===== config.mk =====
export PLATFORM = sky130hd
export DESIGN_NAME = operand_loader_flat
export DESIGN_NICKNAME = d
export VERILOG_FILES = /design/src/rtl/operand_loader_if.sv /design/src/rtl/operand_loader.sv /design/src/flat_wrapper.sv
export SDC_FILE = /design/constraint.sdc
export NUM_CORES = 1
export LEC_CHECK = 0
export ABC_AREA = 1
export ABC_CLOCK_PERIOD_IN_PS = 2300
export CAP_MARGIN = 5
export CORE_ASPECT_RATIO = 0.5
export CORE_UTILIZATION = 45
export CTS_CLUSTER_DIAMETER = 80
export DETAILED_ROUTE_END_ITERATION = 6
export HOLD_SLACK_MARGIN = 0.1
export PLACE_DENSITY = 0.75
export SLEW_MARGIN = 20
export SYNTH_ARGS = -nofsm -noshare
export SYNTH_HDL_FRONTEND = slang
export SYNTH_SLANG_ARGS = --single-unit

===== constraint.sdc =====
create_clock -name clk -period 2.3 [get_ports clk]
set_input_delay 0.23 -clock clk [delete_from_list [all_inputs] [get_ports clk]]
set_output_delay 0.23 -clock clk [all_outputs]
set_load 0.02 [all_outputs]

===== src/rtl/operand_loader_if.sv =====
// Bus bundle for operand_loader: byte stream in, compute-block handshakes, result port out.
// slave is the loader's view; master is the view of whatever surrounds it.
interface operand_loader_if;
  logic             in_valid;
  logic             in_ready;
  logic [7:0]       in_data;
  logic [1:0]       cfg_mode;

  // element 0 is a11 / b11, row-major
  logic [15:0][7:0] a;
  logic [8:0][7:0]  b;

  logic             active_store;
  logic             active_single;
  logic             active_sa3;
  logic             active_sa2;
  logic             done_store;
  logic             done_single;
  logic             done_sa3;
  logic             done_sa2;
  logic [7:0]       c11;
  logic [7:0]       c12;
  logic [7:0]       c21;
  logic [7:0]       c22;

  logic             res_valid;
  logic             res_ready;
  logic [31:0]      res_data;
  logic             busy;
  logic             err;

  modport slave (
    input  in_valid, in_data, cfg_mode,
    input  done_store, done_single, done_sa3, done_sa2,
    input  c11, c12, c21, c22,
    input  res_ready,
    output in_ready, a, b,
    output active_store, active_single, active_sa3, active_sa2,
    output res_valid, res_data, busy, err
  );

  modport master (
    output in_valid, in_data, cfg_mode,
    output done_store, done_single, done_sa3, done_sa2,
    output c11, c12, c21, c22,
    output res_ready,
    input  in_ready, a, b,
    input  active_store, active_single, active_sa3, active_sa2,
    input  res_valid, res_data, busy, err
  );
endinterface


===== src/rtl/operand_loader.sv =====
// Loads a 25-byte operand frame, sequences the compute-block handshakes and
// returns the 2x2 result as one 32-bit word.
//
// state    | meaning
// S_LOAD   | accepting operand bytes, in_ready high
// S_STORE  | active_store held until done_store or timeout
// S_RUN    | mode-selected active_* held until its done or timeout
// S_RESULT | res_valid held with stable res_data until res_ready
module operand_loader #(
  parameter int TIMEOUT = 63,
  parameter int CNT_W   = 6
) (
  input  logic            clk,
  input  logic            rst_n,
  operand_loader_if.slave bus
);

  typedef enum logic [1:0] {
    S_LOAD   = 2'd0,
    S_STORE  = 2'd1,
    S_RUN    = 2'd2,
    S_RESULT = 2'd3
  } state_t;

  localparam logic [1:0]       M_SINGLE    = 2'b00;
  localparam logic [1:0]       M_SA3       = 2'b01;
  localparam logic [1:0]       M_SA2       = 2'b10;
  localparam logic [1:0]       M_LOAD_ONLY = 2'b11;
  localparam logic [CNT_W-1:0] TMO_LOAD    = CNT_W'(TIMEOUT - 1);

  state_t           r_state;
  logic [4:0]       r_byte_cnt;
  logic [1:0]       r_mode;
  logic [CNT_W-1:0] r_tmo;
  logic [15:0][7:0] r_a;
  logic [8:0][7:0]  r_b;
  logic             r_act_store;
  logic             r_act_single;
  logic             r_act_sa3;
  logic             r_act_sa2;
  logic             r_res_valid;
  logic [31:0]      r_res_data;
  logic             r_err;

  logic             w_accept;
  logic             w_run_done;
  logic             w_tmo_tc;

  assign w_accept = bus.in_valid && (r_state == S_LOAD);
  // Timer counts down from TIMEOUT-1, so terminal count lands on the TIMEOUT-th cycle
  assign w_tmo_tc = (r_tmo == '0);

  always_comb begin
    w_run_done = 1'b0;
    case (r_mode)
      M_SINGLE: w_run_done = bus.done_single;
      M_SA3:    w_run_done = bus.done_sa3;
      M_SA2:    w_run_done = bus.done_sa2;
      default:  w_run_done = 1'b0;
    endcase
  end

  always_ff @(posedge clk or negedge rst_n) begin
    if (!rst_n) begin
      r_state      <= S_LOAD;
      r_byte_cnt   <= '0;
      r_mode       <= M_SINGLE;
      r_tmo        <= '0;
      r_a          <= '0;
      r_b          <= '0;
      r_act_store  <= 1'b0;
      r_act_single <= 1'b0;
      r_act_sa3    <= 1'b0;
      r_act_sa2    <= 1'b0;
      r_res_valid  <= 1'b0;
      r_res_data   <= '0;
      r_err        <= 1'b0;
    end else begin
      case (r_state)
        S_LOAD: begin
          if (w_accept) begin
            // indices 16..24 share their low nibble with b offsets 0..8
            if (r_byte_cnt < 5'd16) r_a[r_byte_cnt[3:0]] <= bus.in_data;
            else                    r_b[r_byte_cnt[3:0]] <= bus.in_data;
            if (r_byte_cnt == 5'd0) r_mode <= bus.cfg_mode;
            if (r_byte_cnt == 5'd24) begin
              r_byte_cnt  <= '0;
              r_state     <= S_STORE;
              r_act_store <= 1'b1;
              r_tmo       <= TMO_LOAD;
            end else begin
              r_byte_cnt <= r_byte_cnt + 5'd1;
            end
          end
        end

        S_STORE: begin
          if (bus.done_store) begin
            r_act_store <= 1'b0;
            if (r_mode == M_LOAD_ONLY) begin
              r_state <= S_LOAD;
            end else begin
              r_state      <= S_RUN;
              r_tmo        <= TMO_LOAD;
              r_act_single <= (r_mode == M_SINGLE);
              r_act_sa3    <= (r_mode == M_SA3);
              r_act_sa2    <= (r_mode == M_SA2);
            end
          end else if (w_tmo_tc) begin
            r_err       <= 1'b1;
            r_act_store <= 1'b0;
            r_byte_cnt  <= '0;
            r_state     <= S_LOAD;
          end else begin
            r_tmo <= r_tmo - 1'b1;
          end
        end

        S_RUN: begin
          if (w_run_done) begin
            r_res_data   <= {bus.c11, bus.c12, bus.c21, bus.c22};
            r_res_valid  <= 1'b1;
            r_act_single <= 1'b0;
            r_act_sa3    <= 1'b0;
            r_act_sa2    <= 1'b0;
            r_state      <= S_RESULT;
          end else if (w_tmo_tc) begin
            r_err        <= 1'b1;
            r_act_single <= 1'b0;
            r_act_sa3    <= 1'b0;
            r_act_sa2    <= 1'b0;
            r_byte_cnt   <= '0;
            r_state      <= S_LOAD;
          end else begin
            r_tmo <= r_tmo - 1'b1;
          end
        end

        S_RESULT: begin
          if (bus.res_ready) begin
            r_res_valid <= 1'b0;
            r_state     <= S_LOAD;
          end
        end

        default: r_state <= S_LOAD;
      endcase
    end
  end

  assign bus.in_ready      = (r_state == S_LOAD);
  assign bus.busy          = (r_state != S_LOAD);
  assign bus.a             = r_a;
  assign bus.b             = r_b;
  assign bus.active_store  = r_act_store;
  assign bus.active_single = r_act_single;
  assign bus.active_sa3    = r_act_sa3;
  assign bus.active_sa2    = r_act_sa2;
  assign bus.res_valid     = r_res_valid;
  assign bus.res_data      = r_res_data;
  assign bus.err           = r_err;

endmodule


===== src/flat_wrapper.sv =====
// flat-port wrapper written by rule: the top's interface ports become plain ports
module operand_loader_flat 
#(
  parameter int TIMEOUT = 63,
  parameter int CNT_W   = 6
)
  (clk, rst_n, bus_in_valid, bus_in_data, bus_cfg_mode, bus_done_store, bus_done_single, bus_done_sa3, bus_done_sa2, bus_c11, bus_c12, bus_c21, bus_c22, bus_res_ready, bus_in_ready, bus_a, bus_b, bus_active_store, bus_active_single, bus_active_sa3, bus_active_sa2, bus_res_valid, bus_res_data, bus_busy, bus_err);
  operand_loader_if bus_i ();
  input  logic clk;
  input  logic rst_n;
  input wire logic [$bits(bus_i.in_valid)-1:0] bus_in_valid;
  input wire logic [$bits(bus_i.in_data)-1:0] bus_in_data;
  input wire logic [$bits(bus_i.cfg_mode)-1:0] bus_cfg_mode;
  input wire logic [$bits(bus_i.done_store)-1:0] bus_done_store;
  input wire logic [$bits(bus_i.done_single)-1:0] bus_done_single;
  input wire logic [$bits(bus_i.done_sa3)-1:0] bus_done_sa3;
  input wire logic [$bits(bus_i.done_sa2)-1:0] bus_done_sa2;
  input wire logic [$bits(bus_i.c11)-1:0] bus_c11;
  input wire logic [$bits(bus_i.c12)-1:0] bus_c12;
  input wire logic [$bits(bus_i.c21)-1:0] bus_c21;
  input wire logic [$bits(bus_i.c22)-1:0] bus_c22;
  input wire logic [$bits(bus_i.res_ready)-1:0] bus_res_ready;
  output wire logic [$bits(bus_i.in_ready)-1:0] bus_in_ready;
  output wire logic [$bits(bus_i.a)-1:0] bus_a;
  output wire logic [$bits(bus_i.b)-1:0] bus_b;
  output wire logic [$bits(bus_i.active_store)-1:0] bus_active_store;
  output wire logic [$bits(bus_i.active_single)-1:0] bus_active_single;
  output wire logic [$bits(bus_i.active_sa3)-1:0] bus_active_sa3;
  output wire logic [$bits(bus_i.active_sa2)-1:0] bus_active_sa2;
  output wire logic [$bits(bus_i.res_valid)-1:0] bus_res_valid;
  output wire logic [$bits(bus_i.res_data)-1:0] bus_res_data;
  output wire logic [$bits(bus_i.busy)-1:0] bus_busy;
  output wire logic [$bits(bus_i.err)-1:0] bus_err;
  assign bus_i.in_valid = bus_in_valid;
  assign bus_i.in_data = bus_in_data;
  assign bus_i.cfg_mode = bus_cfg_mode;
  assign bus_i.done_store = bus_done_store;
  assign bus_i.done_single = bus_done_single;
  assign bus_i.done_sa3 = bus_done_sa3;
  assign bus_i.done_sa2 = bus_done_sa2;
  assign bus_i.c11 = bus_c11;
  assign bus_i.c12 = bus_c12;
  assign bus_i.c21 = bus_c21;
  assign bus_i.c22 = bus_c22;
  assign bus_i.res_ready = bus_res_ready;
  assign bus_in_ready = bus_i.in_ready;
  assign bus_a = bus_i.a;
  assign bus_b = bus_i.b;
  assign bus_active_store = bus_i.active_store;
  assign bus_active_single = bus_i.active_single;
  assign bus_active_sa3 = bus_i.active_sa3;
  assign bus_active_sa2 = bus_i.active_sa2;
  assign bus_res_valid = bus_i.res_valid;
  assign bus_res_data = bus_i.res_data;
  assign bus_busy = bus_i.busy;
  assign bus_err = bus_i.err;
  operand_loader #(.TIMEOUT(TIMEOUT), .CNT_W(CNT_W)) u_core (.clk(clk), .rst_n(rst_n), .bus(bus_i));
endmodule

; Word-level counts from Yosys, hierarchy flattened
; Index checks and enable logic that the tools add are counted.
[word_totals]
output_inout_bits = 240
register_bits = 253
[op_classes]
n_eq_ne = 18
bitwise = 1
mux = 48
add_sub_neg = 2
magnitude_cmp = 3
reduce_logical = 22
[ops]
columns = operator, n
row1 = $bwmux W128, 1
row2 = $bwmux W72, 1
row3 = $mux W6, 6
row4 = $demux W8 S4, 1
row5 = $mux W5, 5
row6 = $pmux W6 S3, 1
row7 = $reduce_and A3 Y1, 6
row8 = $mux W1, 16
row9 = $pmux W5 S3, 1
row10 = $mux W2, 7
row11 = $pmux W1 S2, 6
row12 = $reduce_and A4 Y1, 3
row13 = $ne A2 B2 Y1 const B, 5
row14 = $eq A2 B2 Y1 const B, 4
row15 = $mux W8, 1
row16 = $pmux W2 S4, 1
row17 = $reduce_bool A2 Y1, 4
row18 = $logic_not A6 Y1, 1
row19 = $ne A2 B1 Y1 const B, 3
row20 = $sub A6 B1 Y6 const B, 1
row21 = $add A5 B1 Y5 const B, 1
row22 = $eq A5 B5 Y1 const B, 1
row23 = $logic_not A5 Y1, 1
row24 = $lt A4 B5 Y1 const B, 1
row25 = other kinds (13), 16

; Depth between registers and ports, before layout
; Gate-level depths: netlist of run 1.
[logic_depth]
word_depth = 5
ltp_mapped = 11
mapped_depth_nobuf = 11

; Worst setup path before layout of run 1
; No wires, ideal clock.
[synth_path]
kind = register to register
from = register u_core.r_state[1]
to = register u_core.r_a (netlist bit u_core.bus.a[101])
setup_time_ps = 132
slack_ps = 385
arrival_time_ps = 1783
path_stages_with_launch = 10
period_less_slack_ps = 1915
cell_sequence = dfrtp_1 inv_1 ha_1 nand2_4 nor2_4 buf_12 nand3_4 buf_6 nand2_1 o21ai_2
[synth_via]
elab_chain_len = 3
[synth_rtl]
columns = element, line
row1 = from (decl), operand_loader.sv:31  ; state_t r_state;
row2 = from (signal assigned), operand_loader.sv:65  ; r_state <= S_LOAD;
row3 = from (signal assigned), operand_loader.sv:88  ; r_state <= S_STORE;
row4 = from (signal assigned), operand_loader.sv:101  ; r_state <= S_LOAD;
row5 = $logic_not A2 Y1 (*), n/a
row6 = net bus_in_ready, flat_wrapper.sv:23  ; output wire logic [$bits(bus_i.in_ready)-1:0] bus_in_ready;
row7 = $logic_and A1 B1 Y1, operand_loader.sv:49  ; assign w_accept = bus.in_valid && (r_state == S_LOAD);
row8 = $reduce_and A3 Y1 (no source line) (*), n/a
row9 = "to (signal, indexed assignment)", operand_loader.sv:83  ; if (r_byte_cnt < 5'd16) r_a[r_byte_cnt[3:0]] <= bus.in_data;
row10 = to (decl), operand_loader.sv:35  ; logic [15:0][7:0] r_a;
; Mark *: on every way through the listed nets, which the timed path passes. The rest lies on a longest branch.
; A chain may end at the register's enable or synchronous reset.

; Worst setup path in the final report of run 1
[layout_path]
from = register u_core.r_state[1]
to = register u_core.r_a (netlist bit u_core.bus.a[79])
[layout_via]
elab_chain_len = 3
[layout_rtl]
columns = element, line
row1 = $logic_not A2 Y1 (*), "operand_loader.sv:49, operand_loader.sv:79"
row2 = $logic_and A1 B1 Y1, operand_loader.sv:49
row3 = $reduce_and A3 Y1 (no source line) (*), n/a
; Every way passes the cells marked *; elsewhere a longest branch is shown, timed or not.

==> results.toml, run 1 <==
[status]
outcome = "finished, final reports clean"

[timing]
fin_setup_tns_ns = 0
relSlewSlack = 0.6648
rsz0062_at_grt = "true"
finalCriticalPeriod_ns = 2.184
tightestPinTransition_ns = 0.5016
hold_ws_ns = 0.2122
maxSlewViolCount = 0
clock.fmax_mhz = 458.0
finalSetupViolCount = 0
fin_ws_ns = 0.1164
finalHoldViolations = 0
skew_ns = 0.01276
post-route-period-util = 0.9494

[logic_synthesis]
synth_area_leader_cell = "dfrtp_1"
muxShareOfSynthArea = 0
yosys.area.top_type_share = 0.6212
synth_top_family_by_area = "simple AND/OR/NAND/NOR gates"
synthXorXnorAreaFrac = 0.002578
synthArstFlopShare = 1.000
synthesis.nets = 1076
yosysSeqAreaShare = 0.6212
synth_area_sq_um = 10190
synth_commonest_cells = "nand2_1, dfrtp_1, o21ai_0"
synth_cell_types = 35
ys_ff_latch = 253
yosys-top-cells-area = "dfrtp_1, nand2_1, o21ai_0, o21ai_2, buf_6"
synth-compound-area-share = 0.1275
synth_edf_count = 0
synth_ff_type = "dfrtp_1"
synth-simple-area-share = 0.1840
synth-adder-area-share = 0.01228
yosys_warnings = 0
synthMostInstantiatedCell = "nand2_1"
synthCells = 1016
syn_avg_cell_area_sq_um = 10.03

[pwr]
power_density_nw_per_um2 = 1035
ir_drop_mv = 0.4978
power_mw = 14.70
p_leak_nw = 6.549

[finish]
fill_cells = 1741
fin_util = 0.6478
fin_cells = 1625
layout.nets = 1367
antenna_cells_inserted = 0
multi_input_area_sq_um = 3332
area_delta_synth_final_pct = 39.32
stdcell_area_sq_um = 14200
drive_above_1_share = 0.1034
seqCellArea_sq_um = 6331

[clock_tree]
cts_root_buffer = "clkbuf_16"
cts_inserted_buffers = 24
clk_pin_slew_ns = 0.06
insertion_delay_ns = 0.54
clockBufferDepth = 3
cts_max_level = 1
clock_sinks = 253
cts_tree = "done"

[setup_path]
required_ns = 2.74
end_kind = "register"
criticalPathCategory = "reg2reg"
path_max_fanout = 16
worstPathArrival_ns = 2.62
crit_path_start_kind = "register"

[die]
ios = 290
die_w_microns = 214.8
dieArea_sq_um = 23290
fp.dieH_microns = 108.4
core-area_sq_um = 21920
initial_core_util = 0.4650
rows = 38

[place]
routabilityCongestion = 0.8854
dpl.cell_count = 1580
dp_hpwl_microns = 20390
place_ws_ns = 0.1775
placed_cell_area_sq_um = 13340
io_buffer_count = 289

[global_route]
use_met2 = 0.4263
grt_pass1_vias = 7938
busiest_layer = "met2"
grt_util_met1 = 0.3395
grt_pass1_wl_microns = 45890
grt_usage = 0.2556
antenna_found_initial = 0
grt_max_degree = 61
grtUsageMet3 = 0.05879
overflow = 0

[routing]
drc_errors = 0
vias = 8249
route.detailed.wl_per_inst_microns = 18.31
postRouteAntennaNets = 0
drtIter0Drc = 705
routed_wl_microns = 29760
drt-vias-per-instance = 5.076
firstDrtPassIters = 4

[run]
max_cap_violations = 0

[worst_hold_path]
min_path_type = "in2async"
[per-layer routing]
metal / vias up / routed length [microns]
met5: - / 0
met4: 0 / 725
met3: 52 / 1909
met2: 267 / 14390
met1: 4042 / 12740
li1: 3888 / -
[cell usage in the layout, fill, tap and decap left out, types with 2 or more instances in the layout]
cell type        count
inv_2                6
a21oi_1             33
nand3_1             25
nand2_1            314
nand2_4              6
clkbuf_16           24
xor2_1               2
nor2_2               4
dfrtp_1            253
clkinv_2             3
nand3_2              2
nand4_1              4
o21ai_1              5
a21oi_2              2
inv_1               35
clkbuf_8            10
buf_4               21
nor2_1              50
nor2_4               4
clkbuf_1             4
buf_12               5
ha_1                10
nand3_4              5
clkdlybuf4s50_1    286
nor3_4               3
dlygate4sd2_1        2
bufinv_16            2
o21ai_0            158
o21ai_2             32
nand2_2              3
[state kept, by name, indices dropped and copies added, names as in the netlist]
register                  count
u_core.bus.a                128
u_core.bus.b                 72
u_core.bus.res_data          32
u_core.r_tmo                  6
u_core.r_byte_cnt             5
u_core.r_mode                 2
u_core.r_state                2
u_core.bus.active_sa2         1
u_core.bus.active_sa3         1
u_core.bus.active_single      1
u_core.bus.active_store       1
u_core.bus.err                1
u_core.bus.res_valid          1
[timing repair]
item	CTS	global route
hold endpoints to repair	230	0
setup endpoints to repair	2	23
buffers inserted	0	0
hold buffers	1	0
gates resized for setup	2	1
[worst paths after layout]
| path | start | endpoint | slack [ns] | cells after the start |
|---|---|---|---|---|
| worst max-delay path | u_core.r_state[1]$_DFFE_PN0P_ | u_core.bus.a[79]$_DFFE_PN0P_ | 0.12 | 6 |
| worst min-delay path | rst_n | u_core.bus.res_data[18]$_DFFE_PN0P_ | 0.21 | 2 |
| worst max register to register | u_core.r_state[1]$_DFFE_PN0P_ | u_core.bus.a[79]$_DFFE_PN0P_ | 0.12 | 6 |
| worst min register to register | u_core.bus.err$_DFFE_PN0P_ | u_core.bus.err$_DFFE_PN0P_ | 0.47 | 1 |
| max in group asynchronous | rst_n | u_core.bus.b[27]$_DFFE_PN0P_ | 1.37 | 3 |
| min in group clk | bus_c21[2] | u_core.bus.res_data[10]$_DFFE_PN0P_ | 0.23 | 3 |
[critical path, stage by stage (launching register included)]
cell and delay [ns]:
dfrtp_1 0.43, inv_1 0.12, ha_1 0.23, nand2_4 0.11, nor2_4 0.39, nand3_1 0.47
o21ai_0 0.33
[cell type report]
class | count | area share
Multi-Input combinational cell | 671 | 0.2346
Clock buffer | 38 | 0.05304
Clock inverter | 6 | 0.006432
Tap cell | 300 | 0.02643
Timing Repair Buffer | 316 | 0.2228
Sequential cell | 253 | 0.4459
Inverter | 41 | 0.01084
[report_power, final]
group          switching, mW  leakage [nW]  total (mW)  internal, mW
logic                   2.83          2.70        4.78          1.95
clock network           1.72         0.419        4.19          2.47
registers              0.516          3.43        5.73          5.21
total                   5.06          6.55        14.7          9.63
[cells by family after synthesis]
group / after synthesis
adders and majority gates: 10
AOI/OAI and AO/OA: 233
DFF: 253
xor gates and xnor gates: 3
and+or+nand+nor: 425
buffers and inverters: 92
Note: power is estimated with default switching activity, not from simulation.
==> inputs of run 2 (changes only) <==
--- a/config.mk
+++ b/config.mk
@@ -6,14 +6,15 @@
 export NUM_CORES = 1
 export LEC_CHECK = 0
 export ABC_AREA = 1
-export ABC_CLOCK_PERIOD_IN_PS = 2300
+export ABC_CLOCK_PERIOD_IN_PS = 1800
 export CAP_MARGIN = 5
 export CORE_ASPECT_RATIO = 0.5
-export CORE_UTILIZATION = 45
+export CORE_UTILIZATION = 43
 export CTS_CLUSTER_DIAMETER = 80
 export DETAILED_ROUTE_END_ITERATION = 6
 export HOLD_SLACK_MARGIN = 0.1
 export PLACE_DENSITY = 0.75
+export SKIP_CTS_REPAIR_TIMING = 1
 export SLEW_MARGIN = 20
 export SYNTH_ARGS = -nofsm -noshare
 export SYNTH_HDL_FRONTEND = slang
==> constraint.sdc (replaced) <==
create_clock -name clk -period 1.8 [get_ports clk]
set_input_delay 0.18 -clock clk [delete_from_list [all_inputs] [get_ports clk]]
set_output_delay 0.18 -clock clk [all_outputs]
set_load 0.02 [all_outputs]
==> run 2 against run 1 <==
Effect of this change:
- the flow now finishes with violations (DRC)
- hold slack lost 0.023 ns
- critical path depth fell by 5
- sequential power grew 27%
- first-iteration DRC count down 9.5%
- sequential cell count stayed put
- cell count is 1.8% higher
- total power grew 30%
- core utilization is 1.7 points lower
- global-route usage shrank 1.2 points
- combinational power is 35% higher
- critical path type is now reg2out
- highest routed layer unchanged
==> results.toml, run 2 (synthesized netlist as in run 1, its figures left out) <==
[status]
outcome = "finished, violations left"
violations = "DRC"

[setup_path]
cpLargestDelayFamily = "buffers and inverters"
crit_path_start_kind = "register"
criticalPathCategory = "reg2out"
path_max_fanout = 2
cp_cell_sequence = "clkdlybuf4s50_1"
worstPathArrival_ns = 1.59
cp_num_buf_inv = 1
required_ns = 1.62
end_kind = "output pin"
slowest_delay_ns = 0.68
cpMaxStageDelayCell = "clkdlybuf4s50_1"

[timing]
post-route-period-util = 0.9812
finalCriticalPeriod_ns = 1.766
clock.fmax_mhz = 566.2
skew_ns = 0.02174
rsz0062_at_grt = "true"
fin_setup_tns_ns = 0
finalHoldViolations = 0
maxSlewViolCount = 0
relSlewSlack = 0.6547
tightestPinTransition_ns = 0.5180
finalSetupViolCount = 0

[place]
routabilityCongestion = 0.9158
dp_hpwl_microns = 20730
io_buffer_count = 289
placed_cell_area_sq_um = 13620

[finish]
final_common_cell = "nand2_1"
layout_common_cells = "nand2_1, clkdlybuf4s50_1, dfrtp_1, o21ai_0, nor2_1"
layout.nets = 1388
stdcell_area_sq_um = 14530
largest_reg_flops = 128
area_delta_synth_final_pct = 42.57
drive_above_1_share = 0.1249

[die]
initial_core_util = 0.4425
die_w_microns = 219.7
rows = 39
dieArea_sq_um = 24360
fp.dieH_microns = 110.9
core-area_sq_um = 23030
ios = 290

[routing]
routed_wl_microns = 29620
postRouteAntennaNets = 0
drtIter0Drc = 638
vias = 8305
firstDrtPassIters = 7
route.detailed.wl_per_inst_microns = 17.91
drc_errors = 18
drt-vias-per-instance = 5.021

[clock_tree]
cts_inserted_buffers = 24
clock_sinks = 253
insertion_delay_ns = 0.54
cts_max_level = 1
cts_root_buffer = "clkbuf_16"
clockBufferDepth = 3
cts_tree = "done"
clk_pin_slew_ns = 0.07

[pwr]
p_leak_nw = 6.701
ir_drop_mv = 0.5725
power_density_nw_per_um2 = 1315

[global_route]
grt_usage = 0.2431
grt_max_degree = 62
overflow = 0
grt_pass1_wl_microns = 46040
grt_pass1_vias = 8255
antenna_found_initial = 2

[run]
max_cap_violations = 0

[worst_hold_path]
min_path_type = "in2reg"
[run 2: metal layers]
layer  track usage  up-vias  part of all wire
met5             0        -                 0
met4       0.07540        0             0.028
met3       0.03978       53             0.053
met2        0.4069      247              0.50
met1        0.3238     4067              0.42
li1              -     3938                 -
[run 2: final timing paths]
path	start	slack, ns	end	cells past startpoint
setup / recovery	u_core.bus.a[116]$_DFFE_PN0P_	0.03	bus_a[116]	1
hold / removal	bus_c21[1]	0.19	u_core.bus.res_data[9]$_DFFE_PN0P_	3
min in group asynchronous	rst_n	0.20	u_core.bus.a[104]$_DFFE_PN0P_	2
hold reg to reg	u_core.bus.res_data[9]$_DFFE_PN0P_	0.48	u_core.bus.res_data[9]$_DFFE_PN0P_	2
max in group asynchronous	rst_n	0.92	u_core.bus.b[36]$_DFFE_PN0P_	3
setup reg to reg	u_core.r_state[0]$_DFFE_PN0P_	0.06	u_core.r_tmo[3]$_DFFE_PN0P_	8
[run 2: layout make-up]
| type | instances | area (sq um) |
|---|---|---|
| timing repair buffer | 337 | 3442 |
| fill | 1785 | 8501 |
| antenna | 2 | 5.005 |
| sequential | 253 | 6331 |
| tap | 307 | 384.1 |
| multi-input combinational | 671 | 3373 |
| clock inverter | 10 | 147.6 |
| clock buffer | 33 | 694.4 |
| inverter | 41 | 153.9 |
[run 2: through the flow]
step / hold slack [ns] / setup slack [ns] / cells / power, mW / util
after global placement: 0.1550 / 0.08301 / 1608 / 13.46 / 0.5915
after floorplan: -0.1156 / 0.009486 / 1016 / 10.68 / -
after CTS: -0.4071 / -0.4491 / 1651 / 19.08 / 0.6281
after detailed placement: 0.1665 / 0.02511 / 1608 / 13.66 / 0.5915
final: 0.1890 / 0.03392 / 1654 / 19.11 / 0.6309
after global routing: 0.1850 / -0.03003 / 1654 / 20.05 / 0.6309
[run 2: power breakdown]
part | total (mW) | switching [mW] | internal, mW | leakage (nW)
clock network | 5.37 | 2.22 | 3.15 | 0.418
registers | 7.28 | 0.624 | 6.66 | 3.43
logic | 6.46 | 3.73 | 2.73 | 2.86
total | 19.1 | 6.58 | 12.5 | 6.70
